===== src/rtl/bank_account_server.sv =====
// Account database responder: serves one ATM request at a time as an
// atomic search / check / commit transaction over valid/ready channels.
module bank_account_server #(
  parameter int unsigned REG_WIDTH    = 12,
  parameter int unsigned NUM_ACCOUNTS = 4,
  parameter int unsigned IDX_W        = 2,
  parameter int unsigned MAX_FAILS    = 3
) (
  input  logic                 clk,
  input  logic                 rst,
  input  logic                 init_we,
  input  logic [IDX_W-1:0]     init_idx,
  input  logic [REG_WIDTH-1:0] init_acct,
  input  logic [REG_WIDTH-1:0] init_pin,
  input  logic [REG_WIDTH-1:0] init_balance,
  input  logic                 req_valid,
  output logic                 req_ready,
  input  logic [2:0]           req_op,
  input  logic [REG_WIDTH-1:0] req_acct,
  input  logic [REG_WIDTH-1:0] req_pin,
  input  logic [REG_WIDTH-1:0] req_dst,
  input  logic [REG_WIDTH-1:0] req_amount,
  output logic                 rsp_valid,
  input  logic                 rsp_ready,
  output logic [2:0]           rsp_status,
  output logic [REG_WIDTH-1:0] rsp_balance,
  output logic [REG_WIDTH-1:0] rsp_dst_balance
);

  localparam int unsigned FAIL_W = $clog2(MAX_FAILS + 1);

  localparam logic [2:0] OP_DEPOSIT  = 3'd2;
  localparam logic [2:0] OP_WITHDRAW = 3'd3;
  localparam logic [2:0] OP_TRANSFER = 3'd4;

  localparam logic [2:0] ST_OK           = 3'd0;
  localparam logic [2:0] ST_NO_ACCT      = 3'd1;
  localparam logic [2:0] ST_BAD_PIN      = 3'd2;
  localparam logic [2:0] ST_LOCKED       = 3'd3;
  localparam logic [2:0] ST_INSUFFICIENT = 3'd4;
  localparam logic [2:0] ST_NO_DST       = 3'd5;
  localparam logic [2:0] ST_OVERFLOW     = 3'd6;
  localparam logic [2:0] ST_BAD_REQ      = 3'd7;

  typedef enum logic [2:0] {
    S_IDLE, S_SEARCH, S_CHECK, S_COMMIT, S_RESP
  } state_t;

  state_t state_q, state_d;
  logic   rdy_q, rdy_d;

  // Latched request
  logic [2:0]           r_op_q, r_op_d;
  logic [REG_WIDTH-1:0] r_acct_q, r_acct_d;
  logic [REG_WIDTH-1:0] r_pin_q, r_pin_d;
  logic [REG_WIDTH-1:0] r_dst_q, r_dst_d;
  logic [REG_WIDTH-1:0] r_amt_q, r_amt_d;

  // Search results and decided status
  logic [IDX_W-1:0] k_q, k_d;
  logic             src_found_q, src_found_d;
  logic             dst_found_q, dst_found_d;
  logic [IDX_W-1:0] src_idx_q, src_idx_d;
  logic [IDX_W-1:0] dst_idx_q, dst_idx_d;
  logic [2:0]       status_q, status_d;

  // Response registers
  logic                 rsp_valid_q, rsp_valid_d;
  logic [2:0]           rsp_status_q, rsp_status_d;
  logic [REG_WIDTH-1:0] rsp_balance_q, rsp_balance_d;
  logic [REG_WIDTH-1:0] rsp_dst_balance_q, rsp_dst_balance_d;

  // Account database
  logic                 db_valid_q [NUM_ACCOUNTS];
  logic                 db_valid_d [NUM_ACCOUNTS];
  logic [REG_WIDTH-1:0] db_acct_q  [NUM_ACCOUNTS];
  logic [REG_WIDTH-1:0] db_acct_d  [NUM_ACCOUNTS];
  logic [REG_WIDTH-1:0] db_pin_q   [NUM_ACCOUNTS];
  logic [REG_WIDTH-1:0] db_pin_d   [NUM_ACCOUNTS];
  logic [REG_WIDTH-1:0] db_bal_q   [NUM_ACCOUNTS];
  logic [REG_WIDTH-1:0] db_bal_d   [NUM_ACCOUNTS];
  logic [FAIL_W-1:0]    db_fail_q  [NUM_ACCOUNTS];
  logic [FAIL_W-1:0]    db_fail_d  [NUM_ACCOUNTS];
  logic                 db_lock_q  [NUM_ACCOUNTS];
  logic                 db_lock_d  [NUM_ACCOUNTS];

  // Check-stage arithmetic
  logic [REG_WIDTH-1:0] src_bal_c, dst_bal_c, src_diff_c;
  logic [REG_WIDTH:0]   src_sum_c, dst_sum_c;
  logic [FAIL_W-1:0]    fail_inc_c;
  logic                 amt_op_c;
  logic [2:0]           chk_status_c;

  assign req_ready       = rdy_q && !init_we;
  assign rsp_valid       = rsp_valid_q;
  assign rsp_status      = rsp_status_q;
  assign rsp_balance     = rsp_balance_q;
  assign rsp_dst_balance = rsp_dst_balance_q;

  // Status decision: first failing rule wins; sums carry one extra bit to expose overflow
  always_comb begin
    src_bal_c    = db_bal_q[src_idx_q];
    dst_bal_c    = db_bal_q[dst_idx_q];
    src_sum_c    = {1'b0, src_bal_c} + {1'b0, r_amt_q};
    dst_sum_c    = {1'b0, dst_bal_c} + {1'b0, r_amt_q};
    src_diff_c   = src_bal_c - r_amt_q;
    fail_inc_c   = db_fail_q[src_idx_q] + FAIL_W'(1);
    amt_op_c     = (r_op_q == OP_DEPOSIT) || (r_op_q == OP_WITHDRAW) || (r_op_q == OP_TRANSFER);
    chk_status_c = ST_OK;
    if (r_op_q > OP_TRANSFER) begin
      chk_status_c = ST_BAD_REQ;
    end else if (amt_op_c && (r_amt_q == '0)) begin
      chk_status_c = ST_BAD_REQ;
    end else if (!src_found_q) begin
      chk_status_c = ST_NO_ACCT;
    end else if (db_lock_q[src_idx_q]) begin
      chk_status_c = ST_LOCKED;
    end else if (db_pin_q[src_idx_q] != r_pin_q) begin
      chk_status_c = ST_BAD_PIN;
    end else if ((r_op_q == OP_TRANSFER) && (!dst_found_q || (dst_idx_q == src_idx_q))) begin
      chk_status_c = ST_NO_DST;
    end else if (((r_op_q == OP_WITHDRAW) || (r_op_q == OP_TRANSFER)) && (r_amt_q > src_bal_c)) begin
      chk_status_c = ST_INSUFFICIENT;
    end else if (((r_op_q == OP_DEPOSIT) && src_sum_c[REG_WIDTH]) ||
                 ((r_op_q == OP_TRANSFER) && dst_sum_c[REG_WIDTH])) begin
      chk_status_c = ST_OVERFLOW;
    end
  end

  // Next-state, database update and response computation
  always_comb begin
    state_d           = state_q;
    r_op_d            = r_op_q;
    r_acct_d          = r_acct_q;
    r_pin_d           = r_pin_q;
    r_dst_d           = r_dst_q;
    r_amt_d           = r_amt_q;
    k_d               = k_q;
    src_found_d       = src_found_q;
    dst_found_d       = dst_found_q;
    src_idx_d         = src_idx_q;
    dst_idx_d         = dst_idx_q;
    status_d          = status_q;
    rsp_valid_d       = rsp_valid_q;
    rsp_status_d      = rsp_status_q;
    rsp_balance_d     = rsp_balance_q;
    rsp_dst_balance_d = rsp_dst_balance_q;
    db_valid_d        = db_valid_q;
    db_acct_d         = db_acct_q;
    db_pin_d          = db_pin_q;
    db_bal_d          = db_bal_q;
    db_fail_d         = db_fail_q;
    db_lock_d         = db_lock_q;

    case (state_q)
      S_IDLE: begin
        if (init_we) begin
          db_valid_d[init_idx] = 1'b1;
          db_acct_d[init_idx]  = init_acct;
          db_pin_d[init_idx]   = init_pin;
          db_bal_d[init_idx]   = init_balance;
          db_fail_d[init_idx]  = '0;
          db_lock_d[init_idx]  = 1'b0;
        end else if (req_valid && rdy_q) begin
          r_op_d      = req_op;
          r_acct_d    = req_acct;
          r_pin_d     = req_pin;
          r_dst_d     = req_dst;
          r_amt_d     = req_amount;
          k_d         = '0;
          src_found_d = 1'b0;
          dst_found_d = 1'b0;
          src_idx_d   = '0;
          dst_idx_d   = '0;
          state_d     = S_SEARCH;
        end
      end
      S_SEARCH: begin
        if (db_valid_q[k_q] && (db_acct_q[k_q] == r_acct_q) && !src_found_q) begin
          src_found_d = 1'b1;
          src_idx_d   = k_q;
        end
        if (db_valid_q[k_q] && (db_acct_q[k_q] == r_dst_q) && !dst_found_q) begin
          dst_found_d = 1'b1;
          dst_idx_d   = k_q;
        end
        if (k_q == IDX_W'(NUM_ACCOUNTS - 1)) begin
          state_d = S_CHECK;
        end else begin
          k_d = k_q + IDX_W'(1);
        end
      end
      S_CHECK: begin
        status_d = chk_status_c;
        state_d  = S_COMMIT;
      end
      S_COMMIT: begin
        rsp_valid_d       = 1'b1;
        rsp_status_d      = status_q;
        rsp_balance_d     = '0;
        rsp_dst_balance_d = '0;
        case (status_q)
          ST_OK: begin
            db_fail_d[src_idx_q] = '0;
            rsp_balance_d        = src_bal_c;
            case (r_op_q)
              OP_DEPOSIT: begin
                db_bal_d[src_idx_q] = src_sum_c[REG_WIDTH-1:0];
                rsp_balance_d       = src_sum_c[REG_WIDTH-1:0];
              end
              OP_WITHDRAW: begin
                db_bal_d[src_idx_q] = src_diff_c;
                rsp_balance_d       = src_diff_c;
              end
              OP_TRANSFER: begin
                db_bal_d[src_idx_q] = src_diff_c;
                db_bal_d[dst_idx_q] = dst_sum_c[REG_WIDTH-1:0];
                rsp_balance_d       = src_diff_c;
                rsp_dst_balance_d   = dst_sum_c[REG_WIDTH-1:0];
              end
              default: ;
            endcase
          end
          ST_BAD_PIN: begin
            db_fail_d[src_idx_q] = fail_inc_c;
            if (fail_inc_c >= FAIL_W'(MAX_FAILS)) begin
              db_lock_d[src_idx_q] = 1'b1;
            end
          end
          ST_NO_DST, ST_INSUFFICIENT, ST_OVERFLOW: begin
            db_fail_d[src_idx_q] = '0;
            rsp_balance_d        = src_bal_c;
          end
          default: ;
        endcase
        state_d = S_RESP;
      end
      S_RESP: begin
        if (rsp_ready) begin
          rsp_valid_d = 1'b0;
          state_d     = S_IDLE;
        end
      end
      default: state_d = S_IDLE;
    endcase

    rdy_d = (state_d == S_IDLE);
  end

  // State, datapath and database registers
  always_ff @(posedge clk or posedge rst) begin
    if (rst) begin
      state_q           <= S_IDLE;
      rdy_q             <= 1'b0;
      r_op_q            <= '0;
      r_acct_q          <= '0;
      r_pin_q           <= '0;
      r_dst_q           <= '0;
      r_amt_q           <= '0;
      k_q               <= '0;
      src_found_q       <= 1'b0;
      dst_found_q       <= 1'b0;
      src_idx_q         <= '0;
      dst_idx_q         <= '0;
      status_q          <= '0;
      rsp_valid_q       <= 1'b0;
      rsp_status_q      <= '0;
      rsp_balance_q     <= '0;
      rsp_dst_balance_q <= '0;
      db_valid_q        <= '{default: '0};
      db_acct_q         <= '{default: '0};
      db_pin_q          <= '{default: '0};
      db_bal_q          <= '{default: '0};
      db_fail_q         <= '{default: '0};
      db_lock_q         <= '{default: '0};
    end else begin
      state_q           <= state_d;
      rdy_q             <= rdy_d;
      r_op_q            <= r_op_d;
      r_acct_q          <= r_acct_d;
      r_pin_q           <= r_pin_d;
      r_dst_q           <= r_dst_d;
      r_amt_q           <= r_amt_d;
      k_q               <= k_d;
      src_found_q       <= src_found_d;
      dst_found_q       <= dst_found_d;
      src_idx_q         <= src_idx_d;
      dst_idx_q         <= dst_idx_d;
      status_q          <= status_d;
      rsp_valid_q       <= rsp_valid_d;
      rsp_status_q      <= rsp_status_d;
      rsp_balance_q     <= rsp_balance_d;
      rsp_dst_balance_q <= rsp_dst_balance_d;
      db_valid_q        <= db_valid_d;
      db_acct_q         <= db_acct_d;
      db_pin_q          <= db_pin_d;
      db_bal_q          <= db_bal_d;
      db_fail_q         <= db_fail_d;
      db_lock_q         <= db_lock_d;
    end
  end

endmodule


===== config.mk =====
export PLATFORM = sky130hd
export DESIGN_NAME = bank_account_server
export DESIGN_NICKNAME = d
export VERILOG_FILES = /design/src/rtl/bank_account_server.sv
export SDC_FILE = /design/constraint.sdc
export NUM_CORES = 1
export LEC_CHECK = 0
export ABC_CLOCK_PERIOD_IN_PS = 10900
export BUFFER_PORTS_ARGS = -buffer_cell sky130_fd_sc_hd__buf_4
export CAP_MARGIN = 20
export CORE_MARGIN = 1.5
export CORE_UTILIZATION = 61
export DETAILED_ROUTE_END_ITERATION = 16
export PLACE_DENSITY = 0.81
export SLEW_MARGIN = 20
export SYNTH_ARGS = -nofsm -noshare
export SYNTH_HDL_FRONTEND = slang
export SYNTH_SLANG_ARGS = --single-unit
export TNS_END_PERCENT = 100

===== constraint.sdc =====
create_clock -name clk -period 10.9 [get_ports clk]
set_clock_uncertainty 0.05 [all_clocks]
set_input_delay 1.635 -clock clk [delete_from_list [all_inputs] [get_ports clk]]
set_output_delay 1.635 -clock clk [all_outputs]
set_load 0.02 [all_outputs]

Word level (Yosys, flattened, before mapping). Index checks and enable logic that the tools add are counted.

Output and inout bits: 29. Word-level logic and storage cells: 224. Memory bits (writable): 0. Input bits: 94. Memory bits (read-only): 0. Latch bits: 0. Register bits: 254. Memories: 0.

Divide/modulo/power cells: 0. $add $sub $neg: 5. Muxes and demuxes: 86. $lt $le $gt $ge: 10. Reductions and logical operators: 41. Shift operators: 0. Multiply operators: 0. Equal/unequal tests: 28. Bitwise operators: 13.

Operators by type and width (number): $bwmux 48 (6); $mux 12 (13); $pmux 48 s3 (1); $bmux 12 s2 (4); $mux 48 (2); $pmux 48 s2 (1); $demux 12 s2 (3); $pmux 12 s2 (2); $mux 3 (12); $pmux 8 s2 (2); $add 12x12->13 (2); $eq 12x12->1 (2); $reduce_and 4->1 (5); $mux 2 (9); $ne 2x2->1 const B (9); $and 8x8->8 (2); $not 8->8 (2); $eq 3x2->1 const B (5); $eq 3x3->1 const B (5); $pmux 3 s5 (1); $logic_and 1x1->1 (14); $ge 3x3->1 const B (4); $gt 12x12->1 (1); $logic_not 12->1 (1); other kinds (37) (75).

Depth between registers and ports, before layout. Gate-level depths: netlist (run 1).

Word-level depth: 15. Gate-level depth with buffers: 15.

Least setup slack after synthesis (run 1). Ideal clock, no wire load.

Kind: flip-flop to flip-flop. Start point: reg src_idx_q[0]. End point: reg db_bal_q[8] (netlist bit). Period minus slack after synthesis: 3.921 ns. Required time: 10.712 ns. Library setup time: 0.138 ns. Stages on the path, launching flop included: 15. Setup slack: 6.979 ns. Arrival time: 3.733 ns. Path through: dfrtp_1 -> buf_4 -> buf_2 -> buf_4 -> buf_4 -> mux4_2 -> fa_1 -> a21o_1 -> a21oi_1 -> o21ai_1 -> o41ai_4 -> xor2_1 -> o21ai_0 -> a2111oi_0 -> a21oi_1.

Cells in the longest elaborated chain, start to end: 10. Elaborated cells between the ends (all ways): 17. Those cells by class: add/sub: 2; order compare: 2; mux: 11; bitwise: 1; reduce/logical: 1.

RTL lines: start: declaration (RTL line 63) `logic [IDX_W-1:0] src_idx_q, src_idx_d;`; start signal: assignment (RTL line 287) `src_idx_q <= src_idx_d;`; $not 2->3 (implied by the code) (*); $bmux 12 s2, or another cell as far along (RTL line 102) `src_bal_c = db_bal_q[src_idx_q];`; $mux 12 (implied by the code) or $logic_and 1x1->1 (tied branches); $mux 12, on equally long branches; $sub 12x12->12 or $demux 12 s2 (tied branches); $bwmux 48 (RTL line 212, 216); $bwmux 48 (RTL line 217) `db_bal_d[dst_idx_q] = dst_sum_c[REG_WIDTH-1:0];`; $pmux 48 s3 (*) (RTL line 206) `case (r_op_q)`; $mux 48 (*) (RTL line 202) `case (status_q)`; $pmux 48 s2 (*) (RTL line 155) `case (state_q)`; end signal: assignment (RTL line 297) `db_bal_q <= db_bal_d;`; end: declaration (RTL line 80) `logic [REG_WIDTH-1:0] db_bal_q [NUM_ACCOUNTS];`.

Every way passes the cells marked *; elsewhere a longest branch is shown, timed or not. The select of a mux whose other input is x is not followed. A chain may end at the register's enable or synchronous reset.

Final worst setup path (run 1). Ends and elaborated chain as after synthesis.

==> qor.txt, run 1 <==
Initial antenna violation count -> 0
Final critical-path share of the clock period -> 43.1%
Diode insertion count for antenna repair -> 0
Placement Rows -> 57
Reg2reg start -> src_idx_q[0]
Slowest stage cell on the critical path -> dfrtp_2
Length in cells of the worst reg-to-reg path -> 14
GRT Overall Usage -> 37.8%
Latest clock arrival within the worst-skew pair -> 0.57 ns
Number of warnings reported in the yosys synthesis log -> 0
Cell breakdown of the critical path -> buf_4 > mux4_2 > inv_1 > ha_1 > inv_1 > fa_1 > a21o_1 > a21oi_1 > o21ai_1 > o41ai_4 > xor2_1 > o21ai_0 > a2111oi_0 > a21oi_1
Effective utilization at floorplan -> 62.3%
Kind of start point of the critical path -> flip-flop
Endpoint with the worst hold slack -> db_valid_q[0]
Post-detailed-routing wire length -> 48.3 mm
Post-synth EDFFs -> 0
Highest cell delay on the worst timing path -> 0.66 ns
Clock tree from TritonCTS -> yes
Worst slew margin -> 26.7%
Worst reg2reg setup slack -> 6.20 ns
Number of instances resized during post-cts repair -> 0
Startpoint of the lowest-slack hold path -> db_valid_q[0]
Highest attainable clock frequency -> 213 MHz
Setup bufs post-CTS -> 0
Synth top area share -> 41.8%
Wire length per cell after detailed routing -> 25.4 µm
Cell chosen for the clock root -> clkbuf_16
Number of cells traversed by the worst hold path -> 1
Vertical die dimension -> 161 µm
Layout area overhead -> 13.2%
Clock transition at path regs -> 0.06 ns
Synth Flop Type -> dfrtp_1
Max cap viols -> 0
Synth cell types -> 71
TritonRoute pass-1 iters -> 8
Highest-count cells in the layout ignoring fill and taps -> dfrtp_1, nand2_1, buf_4
Average cell area after synthesis -> 10.3 µm²
Post-synthesis sequential element count -> 254
Synth Net Count -> 1603
Leading cell type in the layout, fill and taps excluded -> dfrtp_1
Biggest area contributors in the synthesized netlist -> dfrtp_1, mux2_2, mux4_2
CP max FO -> 24
Vias in the first global route -> 13179
Max-slew violations -> 0
Post-DRT Antenna Nets -> 0
Overflow left after global routing -> 0
Hold-fix buffers at CTS -> 0
Actual transition at the worst max-transition pin -> 1.09 ns
Period minus WS final -> 4.70 ns
Number of hold-slack violations in the final timing report -> 0
Path class of the lowest-slack min-delay path -> flip-flop to flip-flop
Post-route DRC violation count -> 0
Gp weighted congestion -> 0.993
Final setup vio count -> 0
Instance count of the mapped netlist -> 1468
Unrepaired setup endpoints after global routing -> no
Layout Cells excl Fill -> 1901
Count of H-tree levels built during CTS -> 1
Core region area -> 0.0244 mm²
# nets final -> 1693
Vias after detailed routing -> 13011
Capturing element type of the critical path -> flip-flop
Maximum number of pins on one net before global-route repair -> 112
FFs w/ async S/R, synth -> 100%
Post-DR vias/cell -> 6.84
Port-buffer cells -> 122
Number of placed cells counting well taps -> 1853
Worst r2r dst -> db_bal_q[8]
Setup TNS Final -> 0 ns
Critical path arrival -> 5.09 ns
Number of top-level pins -> 123
Area of the die -> 0.0259 mm²
Library cell occupying the most area in the post-synthesis netlist -> dfrtp_1
Die X-Extent -> 161 µm
Fraction of layout instances using a drive strength above 1 -> 24.2%
Number of buffers on the longest clock path -> 3
Number of clock sinks -> 254
Status -> finished clean
Initial drt markers -> 1510
Number of buffers created by CTS -> 27
Half-perimeter wire length after placement -> 33.2 mm
Worst setup path class -> flip-flop to flip-flop
Global-route wire length before repair -> 75.1 mm
Required time of the worst setup path -> 11.29 ns
Cell area after technology mapping -> 0.0152 mm²
Sequential share of the synthesized area -> 41.8%
## per-stage QoR
stage / hold slack, ns / setup WS [ns] / area [µm²] / util [%]
after floorplan: 0.375 / 2.23 / 15200 / -
after global placement: 0.392 / 6.33 / 16300 / 66.7
after detailed placement: 0.402 / 6.24 / 16300 / 66.7
after CTS: 0.420 / 6.23 / 17200 / 70.5
after global routing: 0.432 / 5.90 / 17200 / 70.5
final: 0.418 / 6.20 / 17200 / 70.5
## synth_stat cells, types with 8 or more instances
master,number
a211oi_1,18
a21oi_1,102
a221oi_1,24
a22o_1,28
a31oi_1,15
buf_2,15
clkbuf_1,47
dfrtp_1,254
ha_1,38
inv_1,32
mux2_2,137
mux2i_1,11
mux4_1,12
mux4_2,40
nand2_1,145
nand2b_1,22
nand3_1,23
nor2_1,129
nor2b_1,10
nor3_1,21
o211ai_1,10
o21ai_0,116
o21ai_1,8
o221ai_1,8
o22ai_1,12
o31ai_1,13
xnor2_1,54
xor2_1,10
## routing by layer
| layer | share of wire [%] | vias to the layer above | global-route usage [%] | wire length, µm |
|---|---|---|---|---|
| met3 | 10 | 248 | 7.46 | 4890 |
| met2 | 46 | 895 | 60.7 | 22400 |
| met5 | 0 | - | 0 | 0 |
| li1 | - | 5606 | - | - |
| met1 | 37 | 6262 | 48.3 | 17900 |
| met4 | 6.4 | 0 | 21.0 | 3090 |
## flip-flops by register name (all words and copies together), names as in the netlist
signal / flops
db_acct_q: 48
db_bal_q: 48
db_pin_q: 48
r_acct_q: 12
r_amt_q: 12
r_dst_q: 12
r_pin_q: 12
rsp_balance: 12
rsp_dst_balance: 12
db_fail_q: 8
db_lock_q: 4
db_valid_q: 4
r_op_q: 3
rsp_status: 3
state_q: 3
status_q: 3
dst_idx_q: 2
k_q: 2
src_idx_q: 2
dst_found_q: 1
rdy_q: 1
rsp_valid: 1
src_found_q: 1
## critical path, delay by kind of cell, from the launching register on
kind	cells	cell delay, ns
AO/OA/AOI/OAI	7	1.58
XOR/XNOR	1	0.46
multiplexers	1	0.62
buffers and inverters	3	0.61
flip-flops	1	0.66
adder cells (fa/ha/maj)	2	0.60
## cell type report
cell class | count | area [µm²]
Inverter | 32 | 128
Fill cell | 1779 | 7200
Tap cell | 324 | 405
Multi-Input combinational cell | 1101 | 8320
Timing Repair Buffer | 142 | 1070
Sequential cell | 254 | 6360
Clock inverter | 5 | 115
Clock buffer | 43 | 806
## how the worst max path moves through the flow
stage | cells past startpoint | slack [ns] | startpoint | to
3_3_place_gp | 14 | 6.33 | src_idx_q[0] | db_bal_q[8]
4_1_cts | 14 | 6.23 | src_idx_q[0] | db_bal_q[8]
5_1_grt | 14 | 5.90 | src_idx_q[0] | db_bal_q[8]
2_1_floorplan | 1 | 2.23 | rst | db_acct_q[0]
6_report | 14 | 6.20 | src_idx_q[0] | db_bal_q[8]
3_5_place_dp | 14 | 6.24 | src_idx_q[0] | db_bal_q[8]
## logic make-up (layout without fill, tap and decap cells)
family | after synthesis | count (layout) | share of synthesized area (%)
AO/OA/AOI/OAI | 402 | 402 | 16.9
flip-flops | 254 | 254 | 41.8
AND/OR/NAND/NOR | 393 | 393 | 11.6
XOR/XNOR | 65 | 65 | 3.80
multiplexers | 200 | 200 | 18.9
adder cells (fa/ha/maj) | 41 | 41 | 3.53
buffers and inverters | 113 | 222 | 3.48
Power of run 1 is left out: the tool's default activity adds up to more than one toggle a clock period on the data nets, which glitch-free logic cannot reach.
==> run 2: changes to the inputs <==
--- a/config.mk
+++ b/config.mk
@@ -5,7 +5,8 @@
 export SDC_FILE = /design/constraint.sdc
 export NUM_CORES = 1
 export LEC_CHECK = 0
-export ABC_CLOCK_PERIOD_IN_PS = 10900
+export ABC_AREA = 1
+export ABC_CLOCK_PERIOD_IN_PS = 4650
 export BUFFER_PORTS_ARGS = -buffer_cell sky130_fd_sc_hd__buf_4
 export CAP_MARGIN = 20
 export CORE_MARGIN = 1.5
==> constraint.sdc (replaced) <==
create_clock -name clk -period 4.65 [get_ports clk]
set_clock_uncertainty 0.05 [all_clocks]
set_input_delay 0.6975 -clock clk [delete_from_list [all_inputs] [get_ports clk]]
set_output_delay 0.6975 -clock clk [all_outputs]
set_load 0.02 [all_outputs]
==> run 2 against run 1 <==
  * Count of clock-buffer cells in the layout down 2
  * Global-route usage increased by 7.7 points
  * Utilization grew 1.0 points
==> qor.txt, run 2 <==
Effective utilization at floorplan -> 62.5% (was 62.3%)
Cell area after technology mapping -> 0.0158 mm² (was 0.0152 mm²)
Cell family contributing the most delay on the critical path -> simple AND/OR/NAND/NOR gates (was compound AO/OA/AOI/OAI gates)
Count of H-tree levels built during CTS -> 1 (unchanged)
Synth Net Count -> 2415 (was 1603)
Overflow left after global routing -> 0 (unchanged)
Number of hold-slack violations in the final timing report -> 0 (unchanged)
Unrepaired setup endpoints after global routing -> no (unchanged)
Average cell area after synthesis -> 6.94 µm² (was 10.3 µm²)
Synth top area share -> 40.2% (was 41.8%)
Worst IR drop on VDD -> 0.000725 V
Clock tree from TritonCTS -> yes (unchanged)
Leading registers by flop count -> db_acct_q (48), db_bal_q (48), db_pin_q (48) (unchanged)
Wire length per cell after detailed routing -> 22.0 µm (was 25.4 µm)
Worst Setup SP -> src_idx_q[1] (was src_idx_q[0])
GRT Overall Usage -> 45.5% (was 37.8%)
Vias in the first global route -> 16894 (was 13179)
Number of clock sinks -> 254 (unchanged)
Post-DRT Antenna Nets -> 0 (unchanged)
Capturing element type of the critical path -> flip-flop (unchanged)
Hold-fix buffers at CTS -> 0 (unchanged)
Gp weighted congestion -> 1.05 (was 0.993)
Clock transition at path regs -> 0.06 ns (about the same)
Reg2reg start -> src_idx_q[1] (was src_idx_q[0])
Vertical die dimension -> 164 µm (was 161 µm)
Fraction of layout instances using a drive strength above 1 -> 10.1% (was 24.2%)
Period minus WS final -> 4.30 ns (was 4.70 ns)
Worst setup path class -> flip-flop to flip-flop (unchanged)
Final critical-path share of the clock period -> 92.4% (was 43.1%)
# nets final -> 2515 (was 1693)
Kind of start point of the critical path -> flip-flop (unchanged)
Number of warnings reported in the yosys synthesis log -> 0 (unchanged)
Number of buffers created by CTS -> 28 (was 27)
FFs w/ async S/R, synth -> 100% (unchanged)
Post-synth EDFFs -> 0 (unchanged)
Leakage component of the power -> 0.00907 µW
Initial drt markers -> 2301 (was 1510)
Post-detailed-routing wire length -> 60.2 mm (was 48.3 mm)
Fillers -> 2026 (was 1779)
Setup TNS Final -> 0 ns (unchanged)
Layout area overhead -> 14.5% (was 13.2%)
Synth Flop Type -> dfrtp_1 (unchanged)
Post-DR vias/cell -> 6.33 (was 6.84)
CP max FO -> 19 (was 24)
Post-placement worst setup slack -> 0.577 ns (was 6.24 ns)
Total power density per cell area -> 872 mW/mm²
Sum of buffers and inverters on the critical path -> 2 (was 3)
Number of instances resized during post-cts repair -> 0 (unchanged)
Critical path arrival -> 4.70 ns (was 5.09 ns)
Global-route wire length before repair -> 93.2 mm (was 75.1 mm)
Cell breakdown of the critical path -> nor2_2 > a221oi_1 > o21a_1 > inv_1 > ha_1 > inv_1 > a21oi_1 > nand2_1 > a21oi_1 > xor2_1 > o211ai_1 > o21ai_0 > nand2_1 (was buf_4 > mux4_2 > inv_1 > ha_1 > inv_1 > fa_1 > a21o_1 > a21oi_1 > o21ai_1 > o41ai_4 > xor2_1 > o21ai_0 > a2111oi_0 > a21oi_1)
Max-slew violations -> 0 (unchanged)
Highest-count cells in the layout ignoring fill and taps -> nand2_1, dfrtp_1, inv_1 (was dfrtp_1, nand2_1, buf_4)
Max cap viols -> 0 (unchanged)
Leading cell type in the layout, fill and taps excluded -> nand2_1 (was dfrtp_1)
Leading cell types by count after synthesis -> nand2_1, dfrtp_1, inv_1 (was dfrtp_1, nand2_1, mux2_2)
Cell chosen for the clock root -> clkbuf_16 (unchanged)
Vias after detailed routing -> 17292 (was 13011)
Area of the die -> 0.0269 mm² (was 0.0259 mm²)
Number of buffers on the longest clock path -> 3 (unchanged)
Library cell occupying the most area in the post-synthesis netlist -> dfrtp_1 (unchanged)
Synth cell types -> 47 (was 71)
Leading cell type by number of instances after synthesis -> nand2_1 (was dfrtp_1)
Path class of the lowest-slack min-delay path -> input pin to asynchronous set/reset pin (was flip-flop to flip-flop)
Core utilization of the finished layout -> 71.5% (was 70.5%)
TritonRoute pass-1 iters -> 6 (was 8)
Setup bufs post-CTS -> 0 (unchanged)
Maximum number of pins on one net before global-route repair -> 157 (was 112)
Post-route DRC violation count -> 0 (unchanged)
Worst reg2reg setup slack -> 0.35 ns (was 6.20 ns)
Highest attainable clock frequency -> 233 MHz (was 213 MHz)
Status -> finished clean (unchanged)
Core region area -> 0.0253 mm² (was 0.0244 mm²)
Die X-Extent -> 164 µm (was 161 µm)
Worst slew margin -> 20.7% (was 26.7%)
Sequential share of the synthesized area -> 40.2% (was 41.8%)
Actual transition at the worst max-transition pin -> 1.19 ns (was 1.09 ns)
Number of top-level pins -> 123 (unchanged)
Placement Rows -> 58 (was 57)
Instance count of the mapped netlist -> 2280 (was 1468)
Latest clock arrival within the worst-skew pair -> 0.59 ns (was 0.57 ns)
Initial antenna violation count -> 1 (was 0)
Highest cell delay on the worst timing path -> 0.98 ns (was 0.66 ns)
Slowest stage cell on the critical path -> nor2_2 (was dfrtp_2)
Required time of the worst setup path -> 5.05 ns (was 11.29 ns)
Post-synthesis sequential element count -> 254 (unchanged)
Biggest area contributors in the synthesized netlist -> dfrtp_1, nand2_1, o21ai_0 (was dfrtp_1, mux2_2, mux4_2)
Port-buffer cells -> 122 (unchanged)
Half-perimeter wire length after placement -> 41.5 mm (was 33.2 mm)
Final setup vio count -> 0 (unchanged)
Post-route worst setup slack -> 0.353 ns (was 6.20 ns)
[run 2: cell types whose count changed after synthesis, moves of 49 or more]
cell / delta
nand2_1: +637
inv_1: +190
o21ai_0: +72
nor2_1: +50
mux2_2: -137
xnor2_1: -49
nand3_1: +162
[run 2: tightest hold or removal path, delay by kind of cell]
family / cells / cell delay (ns)
buf+inv: 3 / 0.62
[run 2: per-stage QoR]
stage / cells / cell area, µm² / power, µW / hold WS, ns
2_1_floorplan: 2280 / 15800 / 9660 / 0.373
3_3_place_gp: 2680 / 17100 / 12600 / 0.386
3_5_place_dp: 2680 / 17100 / 12800 / 0.400
4_1_cts: 2732 / 18100 / 15300 / 0.246
5_1_grt: 2732 / 18100 / 16600 / 0.253
6_report: 2733 / 18100 / 15800 / 0.236
[run 2: area by class of cell]
| type | instances | area [µm²] | share of cell area (%) |
|---|---|---|---|
| Antenna cell | 1 | 2.50 | 0.0138 |
| Clock buffer | 41 | 810 | 4.47 |
| Clock inverter | 11 | 180 | 0.995 |
| Inverter | 238 | 897 | 4.95 |
| Multi-Input combinational cell | 1698 | 8230 | 45.4 |
| Sequential cell | 254 | 6360 | 35.1 |
| Tap cell | 330 | 413 | 2.28 |
| Timing Repair Buffer | 160 | 1230 | 6.77 |
[run 2: path summary, 6_finish.rpt]
path	to	cells after the start
setup reg to reg	db_bal_q[5]	13
max in group asynchronous	db_bal_q[11]	3
hold reg to reg	db_valid_q[1]	1
hold / removal	r_amt_q[8]	3
min in group clk	r_op_q[0]	3
setup / recovery	db_bal_q[5]	13
[run 2: cell families (layout without fill, tap and decap cells)]
family / after synthesis / in the layout / share of synthesized area [%]
AO/OA/AOI/OAI: 418 / 418 / 15.7
other: 0 / 1 / 0
XOR/XNOR: 21 / 21 / 1.16
AND/OR/NAND/NOR: 1218 / 1218 / 31.6
buffers and inverters: 328 / 450 / 7.96
flip-flops: 254 / 254 / 40.2
adder cells (fa/ha/maj): 41 / 41 / 3.38
[run 2: per-layer routing]
metal,vias up,track usage [%],share of wire (%)
li1,7690,-,-
met1,7985,53.7,35
met4,0,34.1,8.5
met2,1271,72.6,45
met5,-,0,0
met3,346,10.3,11
[run 2: report_power, final]
group	internal (µW)	switching, µW	total [µW]
logic	2630	6730	9360
registers	3210	800	4010
clock network	1430	986	2420
Power figures use the tool's default switching activity.
